$ cat config.mk
export PLATFORM = sky130hd
export DESIGN_NAME = fetch_stage
export DESIGN_NICKNAME = d
export VERILOG_FILES = /design/src/rtl/fetch_stage.sv
export SDC_FILE = /design/constraint.sdc
export NUM_CORES = 1
export LEC_CHECK = 0
export CORE_UTILIZATION = 41
export CTS_CLUSTER_SIZE = 30
export DETAILED_ROUTE_END_ITERATION = 7
export PLACE_DENSITY = 0.77
export SLEW_MARGIN = 20
export SYNTH_ARGS = -nofsm -noshare
export SYNTH_HDL_FRONTEND = slang
export SYNTH_SLANG_ARGS = --single-unit
$ cat constraint.sdc
create_clock -name clk -period 2.1 [get_ports clk]
set_input_delay 0.21 -clock clk [delete_from_list [all_inputs] [get_ports clk]]
set_output_delay 0.21 -clock clk [all_outputs]
set_load 0.02 [all_outputs]
$ cat src/rtl/fetch_stage.sv
// ============================================================================
// Module   : fetch_stage
// Purpose  : Instruction fetch with REQ/WAIT/HOLD handshake, delay-slot
//            branch handling and exception redirects.
// Options  : FETCH_ADDR_CHECK_EN enables misaligned-fetch detection.
// Revision : 1.0 - initial release
// ============================================================================
`default_nettype none

module fetch_stage #(
  parameter logic [31:0] RESET_PC = 32'hBFC0_0000
) (
  input  logic        clk,
  input  logic        rst,
  input  logic        stallF,
  input  logic        except_valid,
  input  logic [31:0] except_pc,
  input  logic        branch_taken,
  input  logic [31:0] branch_target,
  input  logic        ctrl_instrD,
  output logic        inst_req,
  output logic [31:0] inst_addr,
  input  logic        inst_addr_ok,
  input  logic        inst_data_ok,
  input  logic [31:0] inst_rdata,
  output logic [31:0] pcF,
  output logic [31:0] pc_plus4F,
  output logic [31:0] instrF,
  output logic        instr_validF,
  output logic        F_change,
  output logic        fetch_stall,
  output logic        excep_adelF
);

  typedef enum logic [1:0] {
    S_REQ  = 2'd0,
    S_WAIT = 2'd1,
    S_HOLD = 2'd2
  } state_t;

`ifdef FETCH_ADDR_CHECK_EN
  localparam logic [1:0] LSB_KEEP = 2'b11;
`else
  localparam logic [1:0] LSB_KEEP = 2'b00;
`endif

  state_t      state_q, state_d;
  logic [31:0] addr_q, addr_d;
  logic [31:0] pc_q, pc_d;
  logic [31:0] instr_q, instr_d;
  logic        adel_q, adel_d;
  logic        discard_q, discard_d;
  logic        redir_q, redir_d;
  logic [31:0] redir_pc_q, redir_pc_d;
  logic        misalign;

`ifdef FETCH_ADDR_CHECK_EN
  assign misalign = |addr_q[1:0];
`else
  assign misalign = 1'b0;
`endif

  always_comb begin
    state_d    = state_q;
    addr_d     = addr_q;
    pc_d       = pc_q;
    instr_d    = instr_q;
    adel_d     = adel_q;
    discard_d  = discard_q;
    redir_d    = redir_q;
    redir_pc_d = redir_pc_q;

    // A branch behind an outstanding exception redirect is already flushed.
    if (branch_taken && !except_valid && !discard_q) begin
      redir_d    = 1'b1;
      redir_pc_d = branch_target;
    end

    case (state_q)
      S_REQ: begin
        if (misalign) begin
          if (except_valid) begin
            addr_d  = except_pc;
            redir_d = 1'b0;
          end else begin
            state_d = S_HOLD;
            pc_d    = addr_q;
            instr_d = 32'd0;
            adel_d  = 1'b1;
          end
        end else begin
          if (except_valid) begin
            discard_d  = 1'b1;
            redir_d    = 1'b1;
            redir_pc_d = except_pc;
          end
          if (inst_addr_ok) begin
            state_d = S_WAIT;
          end
        end
      end
      S_WAIT: begin
        if (except_valid) begin
          discard_d  = 1'b1;
          redir_d    = 1'b1;
          redir_pc_d = except_pc;
        end
        if (inst_data_ok) begin
          if (discard_q || except_valid) begin
            state_d   = S_REQ;
            addr_d    = except_valid ? except_pc : redir_pc_q;
            discard_d = 1'b0;
            redir_d   = 1'b0;
          end else begin
            state_d = S_HOLD;
            pc_d    = addr_q;
            instr_d = inst_rdata;
            adel_d  = 1'b0;
          end
        end
      end
      S_HOLD: begin
        if (except_valid) begin
          state_d = S_REQ;
          addr_d  = except_pc;
          redir_d = 1'b0;
        end else if (!stallF) begin
          state_d = S_REQ;
          if (branch_taken) begin
            addr_d = branch_target;
          end else if (redir_q) begin
            addr_d = redir_pc_q;
          end else begin
            addr_d = pc_q + 32'd4;
          end
          redir_d = 1'b0;
        end
      end
      default: state_d = S_REQ;
    endcase
  end

  always_ff @(posedge clk) begin
    if (rst) begin
      state_q    <= S_REQ;
      addr_q     <= {RESET_PC[31:2], RESET_PC[1:0] & LSB_KEEP};
      pc_q       <= RESET_PC;
      instr_q    <= 32'd0;
      adel_q     <= 1'b0;
      discard_q  <= 1'b0;
      redir_q    <= 1'b0;
      redir_pc_q <= 32'd0;
    end else begin
      state_q    <= state_d;
      addr_q     <= {addr_d[31:2], addr_d[1:0] & LSB_KEEP};
      pc_q       <= pc_d;
      instr_q    <= instr_d;
      adel_q     <= adel_d;
      discard_q  <= discard_d;
      redir_q    <= redir_d;
      redir_pc_q <= redir_pc_d;
    end
  end

  assign inst_req     = (state_q == S_REQ) && !misalign;
  assign inst_addr    = addr_q;
  assign pcF          = pc_q;
  assign pc_plus4F    = pc_q + 32'd4;
  assign instrF       = instr_q;
  assign instr_validF = (state_q == S_HOLD);
  assign F_change     = ctrl_instrD && instr_validF;
  assign fetch_stall  = !instr_validF;
  assign excep_adelF  = adel_q;

endmodule

`default_nettype wire

Word level (Yosys, flattened, before mapping). Cells that the tools add are included.

Add/subtract/negate cells: 1. Equal/unequal tests: 6. Mux-type cells: 28. Bitwise logic cells: 1. Reduce and logical (&&, ||, !) cells: 14.

Operators by type and width (number): two-way mux 32 bit (10); case mux 32 bit (2 select lines) (1); adder 32 x 3 -> 32 bit (second input constant) (1); two-way mux 2 bit (5); two-way mux 1 bit (9); case mux 2 bit (3 select lines) (1); AND reduction 3 bit (2); inequality test 2 bit (second input constant) (2); AND reduction 4 bit (1); nonzero test 2 bit (2); logical AND 1 bit (3); zero test 1 bit (3); inequality test 3 bit (second input constant) (1); case mux 1 bit (3 select lines) (1); == test 2 x 1 -> 1 bit (second input constant) (1); == test 2 bit (second input constant) (1); zero test 2 bit (1); inequality test 2 x 1 -> 1 bit (second input constant) (1); case mux 1 bit (2 select lines) (1); OR reduction 2 bit (1); logical OR 1 bit (1); NOT 1 bit (1).

Register bits after elaboration: 132. Bits of input ports: 104. Output and inout bits: 133. Logic and storage cells: 58.

Logic depth before layout (Yosys ltp).
Depth after elaboration: 8. Mapped depth: 10. Mapped depth without buffers: 8.

Worst setup path after synthesis. No wires, ideal clock.

Kind: reg2reg. Start: register pc_q[2], in the netlist pcF[2]. End: register addr_q[30], in the netlist inst_addr[30]. Setup time: 122 ps. Arrival: 2283 ps. Path slack: -305 ps. Cell stages (with the launch flop): 8. Period minus slack after synthesis: 2405 ps. Cell sequence: dfxtp_1 > ha_1 > nand4_1 > nor4_4 > nand4_1 > xnor2_1 > mux2_1 > a221o_1.

Longest elaborated chain between the ends: 6.

RTL lines: start, declared (RTL line 49) `logic [31:0] pc_q, pc_d;`; start signal, assigned (RTL line 156) `pc_q <= pc_d;`; adder 32 x 3 -> 32 bit; named net pc_plus4F[30] (RTL line 27) `output logic [31:0] pc_plus4F,`; two-way mux 32 bit (RTL line 131) `end else if (redir_q) begin`; two-way mux 32 bit (RTL line 129) `if (branch_taken) begin`; two-way mux 32 bit (RTL line 127) `end else if (!stallF) begin`; two-way mux 32 bit (RTL line 123) `if (except_valid) begin`; case mux 32 bit (2 select lines) (RTL line 79) `case (state_q)`; end signal, assigned (RTL line 146) `addr_q <= {RESET_PC[31:2], RESET_PC[1:0] & LSB_KEEP};`; end signal, assigned (RTL line 155) `addr_q <= {addr_d[31:2], addr_d[1:0] & LSB_KEEP};`; end, declared (RTL line 48) `logic [31:0] addr_q, addr_d;`.

The timed path passes the listed nets, and every way through them passes these cells. The select of a mux whose other input is x is not followed. A chain may end at the register's enable or synchronous reset.

Final worst setup path.
Start: register pc_q[2], in the netlist pcF[2]. End: output port pc_plus4F[19].

Longest elaborated chain between the ends: 1.

RTL lines: adder 32 x 3 -> 32 bit (RTL line 168) `assign pc_plus4F = pc_q + 32'd4;`; end, declared (RTL line 27).

No other way between the ends.

==> results.md <==
* Post-Syn Area at 6580 um2
* Clk slew on worst S/H paths at 60 ps
* Crit path max fanout at 6
* Share of layout cells above drive strength 1 at 24.1%
* Clk Latency, worst-skew pair at 430 ps
* Core area at 15,400 um2
* GR peak layer: met2
* Area leader, netlist: dfxtp_1
* Global route overflow at 0
* Gr usage total at 30.9%
* RSZ-0062 raised after global routing: yes
* Count of different cell masters after synthesis at 68
* Sw Ratio at 27.0%
* Die extent in y at 129 um
* Syn Inst Count at 819
* P per Cell Area at 620 nW/um2
* Drt pass-1 iters at 6
* Sw power at 0.00183 W
* Min Hold Slack at 144 ps
* DP Wirelength at 18,500 um
* GR met1 Demand/Resource at 37.9%
* Setup-failing EPs final at 19
* Finished Layout Cells at 1,376
* Area share of the largest cell type after synthesis at 38.3%
* YS warnings at 0
* Num CTS Buffers at 17
* Rel. slew slack at 65.2%
* Max VDD drop at 583 uV
* WL/cell at 19.3 um
* Root buffer cell: clkbuf_16
* CP startpoint kind: register
* Critical path class: register to output port
* Leakage at 4.40 nW
* Nets at 1,262
* Port bufs at 225
* Worst Hold Class: input pin to register
* Sequential Power Share at 38.5%
* DP Area at 9930 um2
* Max Slew Vio Count at 0
* Total number of vias at 7,872
* H-tree levels at 4
* Internal Power at 0.00496 W
* Deepest clock path buffer count at 2
* Number of fill cells in the layout at 1,188
* Register area at 2550 um2
* Failing checks: setup timing
* Routed wire length at 26,500 um
* Post-synthesis sequential area ratio at 38.3%
* Util after Layout at 71.1%
* CP arrival at 2070 ps
* Drt initial violations at 678
* Async S/R FF share, synth at 0%
* Avg Vias per Cell at 5.72
* DRC Markers at 0
* Max_cap viols at 0
* Met3 Use GR at 6.86%
* Most area-consuming cells after synthesis: dfxtp_1 (38%), nand2_1 (9.4%), a21oi_1 (5.8%)
* Synth-to-Final Area Change at 66.5%
* DP Cell Count at 1,327
* Top Ports at 237
* Die area at 16,600 um2
* Yosys reg bits at 126
* Count of hold-fix buffers inserted at cts at 0
* Comb pwr share at 18.9%
* Final worst-path cycle share at 108%
* Crit end category: output port
* Final Critical Period at 2280 ps
* Largest net degree at the start of global routing at 46
* Worst-margin pin slew at 521 ps
* Final Hold Viols at 0
* Antenna viol nets, final at 0
* Synth Flop Type: dfxtp_1
* Most frequent cells after synthesis: nand2_1 (165), dfxtp_1 (126), a21oi_1 (76), nor2_1 (70), clkbuf_1 (41)
* Status: finished with violations
* CTS tree: yes
* TritonCTS Sinks at 126
* Initial Util at 42.7%
* Gpl congestion at 0.919
* Fin area at 11,000 um2
* Worst Path Required at 1890 ps
* GR Util met2 at 51.8%
* FP Rows at 45
* Number of synthesized flops with an enable pin at 0
* First-pass GRT wire length at 38,900 um
* Die Wd at 129 um
* Vias in the first global route at 7,337
* Fmax at 439 MHz
* Final worst slack at -176 ps
* Avg Synthesized Cell Area at 8.04 um2
* Multi-input logic area at 4100 um2
* Worst Skew at 9.49 ps
* Most numerous cell in the Yosys netlist: nand2_1
* Clk pwr share at 42.6%
* Initial antenna violation count at 1
==> state kept, by name (all words and copies together) (netlist names) <==
register    count
pcF            30
instrF         32
inst_addr      30
state_q         2
redir_pc_q     30
discard_q       1
redir_q         1
==> worst max-delay path: stages (launching register included) <==
cell and delay [ps]:
dfxtp_4 360, buf_6 100, and4_4 250, nand4_4 210, o31a_1 330, or2_4 250
buf_6 130
==> cell usage in the layout (no fill, tap or decap), drive strengths merged, types with 6 or more instances in the layout <==
| cell | instances |
|---|---|
| o211ai | 10 |
| clkdlybuf4s50 | 193 |
| a21oi | 76 |
| inv | 12 |
| a211oi | 36 |
| nand3b | 9 |
| a21boi | 6 |
| nand4 | 12 |
| conb | 7 |
| nor2 | 71 |
| xor2 | 10 |
| nand2 | 166 |
| o21ai | 20 |
| nand3 | 21 |
| mux2i | 29 |
| buf | 172 |
| clkbuf | 25 |
| a22oi | 19 |
| a222oi | 15 |
| xnor2 | 17 |
| and3 | 9 |
| nor3 | 14 |
| nand2b | 10 |
| dfxtp | 126 |
==> power by group through the flow <==
stage	combinational, W	clock (W)	sequential, W
floorplan	0.000574	0	0.00269
global placement	0.00121	0	0.00265
detailed placement	0.00122	0	0.00266
CTS	0.00124	0.00290	0.00261
global route	0.00136	0.00302	0.00263
finish	0.00129	0.00289	0.00262
==> repair_timing <==
action	in CTS	in global routing
resized for setup	164	53
cloned	0	0
pin swaps	19	29
endpoints found under the setup margin	41	48
buffers inserted	9	12
==> stage by stage <==
| step | setup slack [ps] | setup TNS (ps) | total power (W) |
|---|---|---|---|
| 2_1_floorplan | -165 | -174 | 0.00327 |
| 3_3_place_gp | -295 | -3880 | 0.00387 |
| 3_5_place_dp | -316 | -4950 | 0.00389 |
| 4_1_cts | -151 | -1610 | 0.00676 |
| 5_1_grt | -234 | -3110 | 0.00700 |
| 6_report | -176 | -2140 | 0.00679 |
==> layer usage <==
layer	vias to the layer above	routed length, um
li1	3592	-
met1	3732	10100
met2	467	13100
met3	81	2410
met4	0	878
met5	-	0
==> kinds of logic (layout without fill, tap and decap cells) <==
kind of cell / after synthesis / in the layout / synth area share (%)
compound gates: 222 / 222 / 22.8
fa+ha+maj: 5 / 5 / 0.950
other cells: 1 / 8 / 0.0570
mux: 33 / 33 / 5.09
xor+xnor: 27 / 27 / 3.71
simple gates: 330 / 330 / 23.6
flops: 126 / 126 / 38.3
buf+inv: 75 / 414 / 5.57
==> worst paths after layout <==
path / startpoint / to / slack (ps) / cells after the start
min: rst / instrF[4] / 140 / 2
min reg2reg: instrF[4] / instrF[4] / 450 / 2
max: pcF[2] / pc_plus4F[19] / -180 / 6
max reg2reg: pcF[2] / inst_addr[30] / -100 / 9
==> layout make-up <==
type,count,area share [%]
clock inverter,5,0.479
clock buffer,25,4.80
multi-input combinational,624,37.4
tap,211,2.41
sequential,126,23.3
antenna,1,0.0228
timing repair buffer,372,31.2
inverter,12,0.411
Note: power is estimated with default switching activity, not from simulation.
